==> src/rtl/alu_pkg.sv <==
// Shared definitions for the iterative ALU: opcodes, FSM encoding and flag bit positions.
package alu_pkg;

  typedef enum logic [3:0] {
    OP_ADD  = 4'd0,
    OP_SUB  = 4'd1,
    OP_AND  = 4'd2,
    OP_OR   = 4'd3,
    OP_XOR  = 4'd4,
    OP_SLT  = 4'd5,
    OP_SLTU = 4'd6,
    OP_SLL  = 4'd7,
    OP_SRL  = 4'd8,
    OP_SRA  = 4'd9,
    OP_MUL  = 4'd10
  } op_e;

  localparam logic [1:0] ST_IDLE = 2'd0;
  localparam logic [1:0] ST_BUSY = 2'd1;
  localparam logic [1:0] ST_DONE = 2'd2;

  localparam int FLAG_ZERO  = 0;
  localparam int FLAG_CARRY = 1;
  localparam int FLAG_OVF   = 2;
  localparam int FLAG_ERR   = 3;

  localparam logic [3:0] OP_LAST_LEGAL = 4'd10;

endpackage

==> src/rtl/alu_add_w.sv <==
// WIDTH-bit ripple adder with carry in/out, shared by ADD/SUB/SLT/SLTU and the MUL accumulate step.
module alu_add_w #(
  parameter int WIDTH = 32
) (
  input  logic [WIDTH-1:0] a,
  input  logic [WIDTH-1:0] b,
  input  logic             cin,
  output logic [WIDTH-1:0] sum,
  output logic             cout
);

  assign {cout, sum} = {1'b0, a} + {1'b0, b} + {{WIDTH{1'b0}}, cin};

endmodule

==> src/rtl/alu_iter.sv <==
// Iterative ALU: logic/add ops finish in one cycle, shifts move one bit per cycle, MUL is shift-add.
// Handshake: a transfer happens on a rising edge where valid and ready are both 1, on either side.
module alu_iter
  import alu_pkg::*;
#(
  parameter int WIDTH = 32
) (
  input  logic             clk,
  input  logic             rst,
  input  logic             in_valid,
  output logic             in_ready,
  input  logic [3:0]       op,
  input  logic [WIDTH-1:0] a,
  input  logic [WIDTH-1:0] b,
  output logic [WIDTH-1:0] result,
  output logic [3:0]       flags,
  output logic             out_valid,
  input  logic             out_ready,
  output logic [1:0]       dbg_state
);

  localparam int SHW = $clog2(WIDTH);

  logic [1:0]       state_q;
  op_e              op_q;
  logic             fill_q;
  logic [WIDTH-1:0] work_q;
  logic [WIDTH-1:0] mcand_q;
  logic [SHW-1:0]   cnt_q;
  logic [WIDTH-1:0] result_q;
  logic [3:0]       flags_q;

  logic [WIDTH-1:0] add_a;
  logic [WIDTH-1:0] add_b;
  logic             add_cin;
  logic [WIDTH-1:0] sum;
  logic             cout;
  logic             ovf_add;
  logic             slt_lt;
  logic             sltu_lt;
  logic             illegal;
  logic             is_shift;
  logic [WIDTH-1:0] sc_result;
  logic [3:0]       sc_flags;
  logic [WIDTH-1:0] shift_next;

  // In BUSY the adder accumulates the partial product; otherwise it serves the incoming op.
  always_comb begin
    add_a   = a;
    add_b   = b;
    add_cin = 1'b0;
    if (state_q == ST_BUSY) begin
      add_a = result_q;
      add_b = mcand_q & {WIDTH{work_q[0]}};
    end else if (op == OP_SUB || op == OP_SLT || op == OP_SLTU) begin
      add_b   = ~b;
      add_cin = 1'b1;
    end
  end

  alu_add_w #(.WIDTH(WIDTH)) u_add (
    .a    (add_a),
    .b    (add_b),
    .cin  (add_cin),
    .sum  (sum),
    .cout (cout)
  );

  assign ovf_add  = (a[WIDTH-1] == add_b[WIDTH-1]) && (sum[WIDTH-1] != a[WIDTH-1]);
  assign slt_lt   = sum[WIDTH-1] ^ ovf_add;
  assign sltu_lt  = ~cout;
  assign illegal  = (op > OP_LAST_LEGAL);
  assign is_shift = (op == OP_SLL) || (op == OP_SRL) || (op == OP_SRA);

  always_comb begin
    sc_result = '0;
    sc_flags  = '0;
    case (op)
      OP_ADD, OP_SUB: begin
        sc_result           = sum;
        sc_flags[FLAG_CARRY] = cout;
        sc_flags[FLAG_OVF]   = ovf_add;
      end
      OP_AND:  sc_result = a & b;
      OP_OR:   sc_result = a | b;
      OP_XOR:  sc_result = a ^ b;
      OP_SLT:  sc_result = {{(WIDTH-1){1'b0}}, slt_lt};
      OP_SLTU: sc_result = {{(WIDTH-1){1'b0}}, sltu_lt};
      default: sc_result = '0;
    endcase
    sc_flags[FLAG_ERR]  = illegal;
    sc_flags[FLAG_ZERO] = !illegal && (sc_result == '0);
  end

  always_comb begin
    case (op_q)
      OP_SLL:  shift_next = {work_q[WIDTH-2:0], 1'b0};
      OP_SRA:  shift_next = {fill_q, work_q[WIDTH-1:1]};
      default: shift_next = {1'b0, work_q[WIDTH-1:1]};
    endcase
  end

  // The counter holds the number of steps still to go after the current one.
  always_ff @(posedge clk) begin
    if (rst) begin
      state_q  <= ST_IDLE;
      op_q     <= OP_ADD;
      fill_q   <= 1'b0;
      work_q   <= '0;
      mcand_q  <= '0;
      cnt_q    <= '0;
      result_q <= '0;
      flags_q  <= '0;
    end else begin
      case (state_q)
        ST_IDLE: begin
          if (in_valid) begin
            op_q   <= op_e'(op);
            fill_q <= a[WIDTH-1];
            if (is_shift) begin
              if (b[SHW-1:0] == '0) begin
                result_q <= a;
                flags_q  <= {3'b000, (a == '0)};
                state_q  <= ST_DONE;
              end else begin
                work_q  <= a;
                cnt_q   <= b[SHW-1:0] - 1'b1;
                state_q <= ST_BUSY;
              end
            end else if (op == OP_MUL) begin
              work_q   <= b;
              mcand_q  <= a;
              result_q <= '0;
              cnt_q    <= SHW'(WIDTH - 1);
              state_q  <= ST_BUSY;
            end else begin
              result_q <= sc_result;
              flags_q  <= sc_flags;
              state_q  <= ST_DONE;
            end
          end
        end
        ST_BUSY: begin
          if (op_q == OP_MUL) begin
            result_q <= sum;
            mcand_q  <= {mcand_q[WIDTH-2:0], 1'b0};
            work_q   <= {1'b0, work_q[WIDTH-1:1]};
            flags_q  <= {3'b000, (sum == '0)};
          end else begin
            work_q   <= shift_next;
            result_q <= shift_next;
            flags_q  <= {3'b000, (shift_next == '0)};
          end
          if (cnt_q == '0) begin
            state_q <= ST_DONE;
          end else begin
            cnt_q <= cnt_q - 1'b1;
          end
        end
        ST_DONE: begin
          if (out_ready) begin
            state_q <= ST_IDLE;
          end
        end
        default: state_q <= ST_IDLE;
      endcase
    end
  end

  assign in_ready  = (state_q == ST_IDLE);
  assign out_valid = (state_q == ST_DONE);
  assign result    = result_q;
  assign flags     = flags_q;
  assign dbg_state = state_q;

endmodule

==> config.mk <==
export PLATFORM = sky130hd
export DESIGN_NAME = alu_iter
export DESIGN_NICKNAME = d
export VERILOG_FILES = /design/src/rtl/alu_pkg.sv /design/src/rtl/alu_add_w.sv /design/src/rtl/alu_iter.sv
export SDC_FILE = /design/constraint.sdc
export NUM_CORES = 1
export LEC_CHECK = 0
export CAP_MARGIN = 10
export CORE_ASPECT_RATIO = 1.75
export CORE_MARGIN = 5
export CORE_UTILIZATION = 40
export CTS_CLUSTER_DIAMETER = 200
export DETAILED_ROUTE_END_ITERATION = 16
export MAX_ROUTING_LAYER = met4
export PLACE_DENSITY = 0.62
export SLEW_MARGIN = 15
export SYNTH_ARGS = -nofsm -noshare
export SYNTH_HDL_FRONTEND = slang
export SYNTH_SLANG_ARGS = --single-unit
export TNS_END_PERCENT = 10
==> constraint.sdc <==
create_clock -name clk -period 9.4 [get_ports clk]
set_clock_uncertainty 0.2 [all_clocks]
set_input_delay 1.41 -clock clk [delete_from_list [all_inputs] [get_ports clk]]
set_output_delay 1.41 -clock clk [all_outputs]
set_load 0.02 [all_outputs]
==> impl_results.rst <==
.. list-table::
   :header-rows: 1

   * - Metric
     - Value
   * - Critical path capture point type
     - flip-flop
   * - Top-area cell type share of the netlist area
     - 0.204
   * - Quantity of hold-fixing buffers added after cts
     - 0
   * - Area of the core
     - 27200 um^2
   * - Number of search-and-repair iterations in the first detailed-routing pass
     - 7
   * - Synth Cell Area
     - 11000 um^2
   * - Clock tree root driver cell
     - clkbuf_16
   * - Period utilization
     - 0.806
   * - CP bufs+invs
     - 1
   * - Critical path startpoint category
     - primary input
   * - Highest fanout seen on the critical path
     - 19
   * - Mean area per synthesized cell
     - 6.88 um^2
   * - Filler cell count in the final layout
     - 2879
   * - Setup violators final
     - 0
   * - Number of synthesized flops with an enable pin
     - 0
   * - Wire length of the first global-routing pass
     - 71300 um
   * - Maximum number of pins on one net before global-route repair
     - 133
   * - Predominant post-synthesis flop cell
     - dfxtp_1
   * - Site row count
     - 80
   * - Number of sinks handled by clock tree synthesis
     - 112
   * - TNS Setup
     - 0 ns
   * - Critical path data arrival time
     - 7.69 ns
   * - Vias in the first global route
     - 12000
   * - Synth Warn #
     - 0
   * - Type of the worst min-delay path
     - reg2reg
   * - Cell-by-cell listing of the critical path
     - clkdlybuf4s50_1 -> nand3_1 -> a21oi_4 -> xnor2_1 -> o21ai_0 -> fa_1 -> fa_1 -> a211oi_1 -> o31ai_1 -> o21ai_1 -> o21ai_1 -> xor2_1 -> or4_1 -> nor3_1 -> nand4_1 -> or4_1 -> o21a_1 -> o41ai_2
   * - Most common cell in the netlist
     - nand2_1
   * - Post-synthesis async set-or-reset flop share
     - 0
   * - Maximum cell stage delay along the critical path
     - 0.96 ns
   * - Cell variety after synth
     - 67
   * - Largest delay share family, worst path
     - compound AO/OA/AOI/OAI gates
   * - IO Port Bufs
     - 111
   * - Power per cell area
     - 143 nW/um^2
   * - Layout cell share with drive strength beyond 1
     - 0.0351
   * - Most common library cells after synthesis
     - nand2_1, nor2_1, a21oi_1
   * - Via count
     - 12400
   * - Highest attainable clock frequency
     - 0.132 GHz
   * - Leakage power summed over all cells
     - 5.20 nW
   * - # Post-CTS Setup Buffers
     - 0
   * - Crit path time final
     - 7.58 ns
   * - Peak ir drop on the vdd network
     - 0.000104 V
   * - Per-cell routed wire length
     - 23.5 um
   * - Quantity of gates resized following cts
     - 0
   * - Worst slew margin
     - 0.236
   * - DIE AREA
     - 31000 um^2
   * - Height of the chip
     - 229 um
   * - Total detailed-routing wirelength
     - 46900 um
   * - Flip-flop and latch count after synthesis
     - 112
   * - Total clock buffers created by CTS
     - 9
   * - Actual slew at the worst max-slew pin
     - 1.14 ns
   * - Standard cell with the maximum stage delay on the critical path
     - clkdlybuf4s50_1
   * - Initial antenna violation count
     - 1
   * - Run status
     - completed
   * - Clk buf depth
     - 2
   * - RSZ-0062 raised after global routing
     - false
   * - Number of nets in the final layout
     - 1791
   * - Global placement routability congestion
     - 1.02
   * - Post-synthesis instance total
     - 1596
   * - Chip width
     - 135 um
   * - Number of ports placed on the die boundary
     - 112
   * - WP data required
     - 9.51 ns
   * - Number of nets with antenna violations after routing
     - 0
   * - Synth area leaders
     - dfxtp_1, ha_1, nand2_1
   * - Effective utilization at floorplan
     - 0.403
   * - Synthesized net count
     - 1768
   * - Sequential-to-total area share from yosys stat
     - 0.204
   * - DR iter-0 viols
     - 1281
   * - Worst Hold Slack
     - 0.268 ns
   * - Number of max-cap violations
     - 0
   * - Post-Place Cell Area
     - 12300 um^2
   * - Final hold vios
     - 0
   * - Via/cell ratio
     - 6.20
   * - DRC violations left
     - 0
   * - Maximum level of the CTS H-tree
     - 3
   * - Classification of the worst setup path
     - in2reg
   * - Overall Global Routing Usage
     - 0.304
   * - Final Max Tran Viols
     - 0
   * - CTS tree
     - done
   * - Clk_lat worst skew
     - 0.40 ns
   * - Global-route congestion overflow total
     - 0
   * - Post-DP HPWL
     - 33900 um
   * - Final cell area excluding filler cells
     - 12600 um^2
   * - Power after layout
     - 1.80 mW
   * - Clock-pin slew on the worst setup and hold paths
     - 0.09 ns
   * - Synth-to-Final Area Change
     - 15.0%
   * - Area leader, netlist
     - dfxtp_1
-- routing by layer --
metal | part of all wire | track usage | up-vias
li1 | - | - | 5769
met1 | 0.38 | 0.344 | 5949
met2 | 0.50 | 0.517 | 511
met3 | 0.056 | 0.0351 | 136
met4 | 0.060 | 0.169 | 0
met5 | 0 | - | -
-- final timing paths --
path	from	to	slack, ns	depth (start not counted)
min	cnt_q[1]	cnt_q[1]	0.27	2
max	op[1]	flags[0]	1.82	18
max reg2reg	dbg_state[1]	flags[0]	3.51	17
min reg2reg	cnt_q[1]	cnt_q[1]	0.27	2
-- final cells by class --
class	count	area, um^2	share of cell area
well taps	369	462	0.0365
clock buffers	11	233	0.0184
clock inverters	5	57.6	0.00455
diodes	2	5.00	0.000396
flip-flops and latches	112	2240	0.177
inverters	77	289	0.0229
repair buffers	132	1280	0.101
multi-input cells	1287	8070	0.639
-- worst register-to-register path: stages (launching register included) --
cell and delay (ns):
dfxtp_1 0.63, nand2b_4 0.53, buf_4 0.42, buf_4 0.54
nand2_1 0.21, nand2_1 0.11, ha_1 0.32, a21oi_1 0.22
o21a_1 0.22, o221a_2 0.25, nand3_1 0.24, a21oi_1 0.24
xor2_1 0.41, o221ai_1 0.26, nor4_2 0.37, and4_1 0.23
a311oi_1 0.10, o41ai_2 0.28
-- metrics by stage --
step | std cells | util | setup WS, ns
2_1_floorplan | 1596 | - | 3.09
3_3_place_gp | 1977 | 0.453 | 1.73
3_5_place_dp | 1977 | 0.453 | 1.52
4_1_cts | 1993 | 0.464 | 1.95
5_1_grt | 1994 | 0.464 | 1.49
6_report | 1995 | 0.464 | 1.82
-- sequential cells by signal, summed over array words and instances, names as in the netlist --
signal,cells
flags,4
work_q,32
op_q,4
mcand_q,32
dbg_state,2
cnt_q,5
result,32
fill_q,1
-- placed cells by master, fill, tap and decap left out, types with 9 or more instances in the layout --
master	n
a21o_1	9
dfxtp_1	112
nand3_1	44
nor4_1	17
nand4_1	23
ha_1	98
clkdlybuf4s50_1	110
xnor2_1	49
o211ai_1	9
nor3_1	19
mux2i_1	43
buf_4	21
a21oi_1	153
a22oi_1	28
and3_1	31
nor2_1	171
xor2_1	13
o21ai_0	87
a311oi_1	47
nand2_1	257
a211oi_1	55
nand2b_1	11
clkbuf_16	9
inv_1	77
-- report_power, final --
part,internal [mW],leakage (nW),switching (mW)
combinational,0.291,4.16,0.553
clock,0.207,0.132,0.208
sequential,0.507,0.911,0.0356
-- kinds of logic (layout without fill, tap and decap cells) --
logic type / Yosys count / after routing / synth area share
buffers and inverters: 197 / 225 / 0.0690
adders and majority gates: 101 / 101 / 0.116
other: 0 / 2 / 0
muxes: 43 / 43 / 0.0392
DFF: 112 / 112 / 0.204
AOI/OAI and AO/OA: 462 / 462 / 0.271
and+or+nand+nor: 619 / 619 / 0.251
xor gates and xnor gates: 62 / 62 / 0.0494
(Power assumes the default switching activity.)
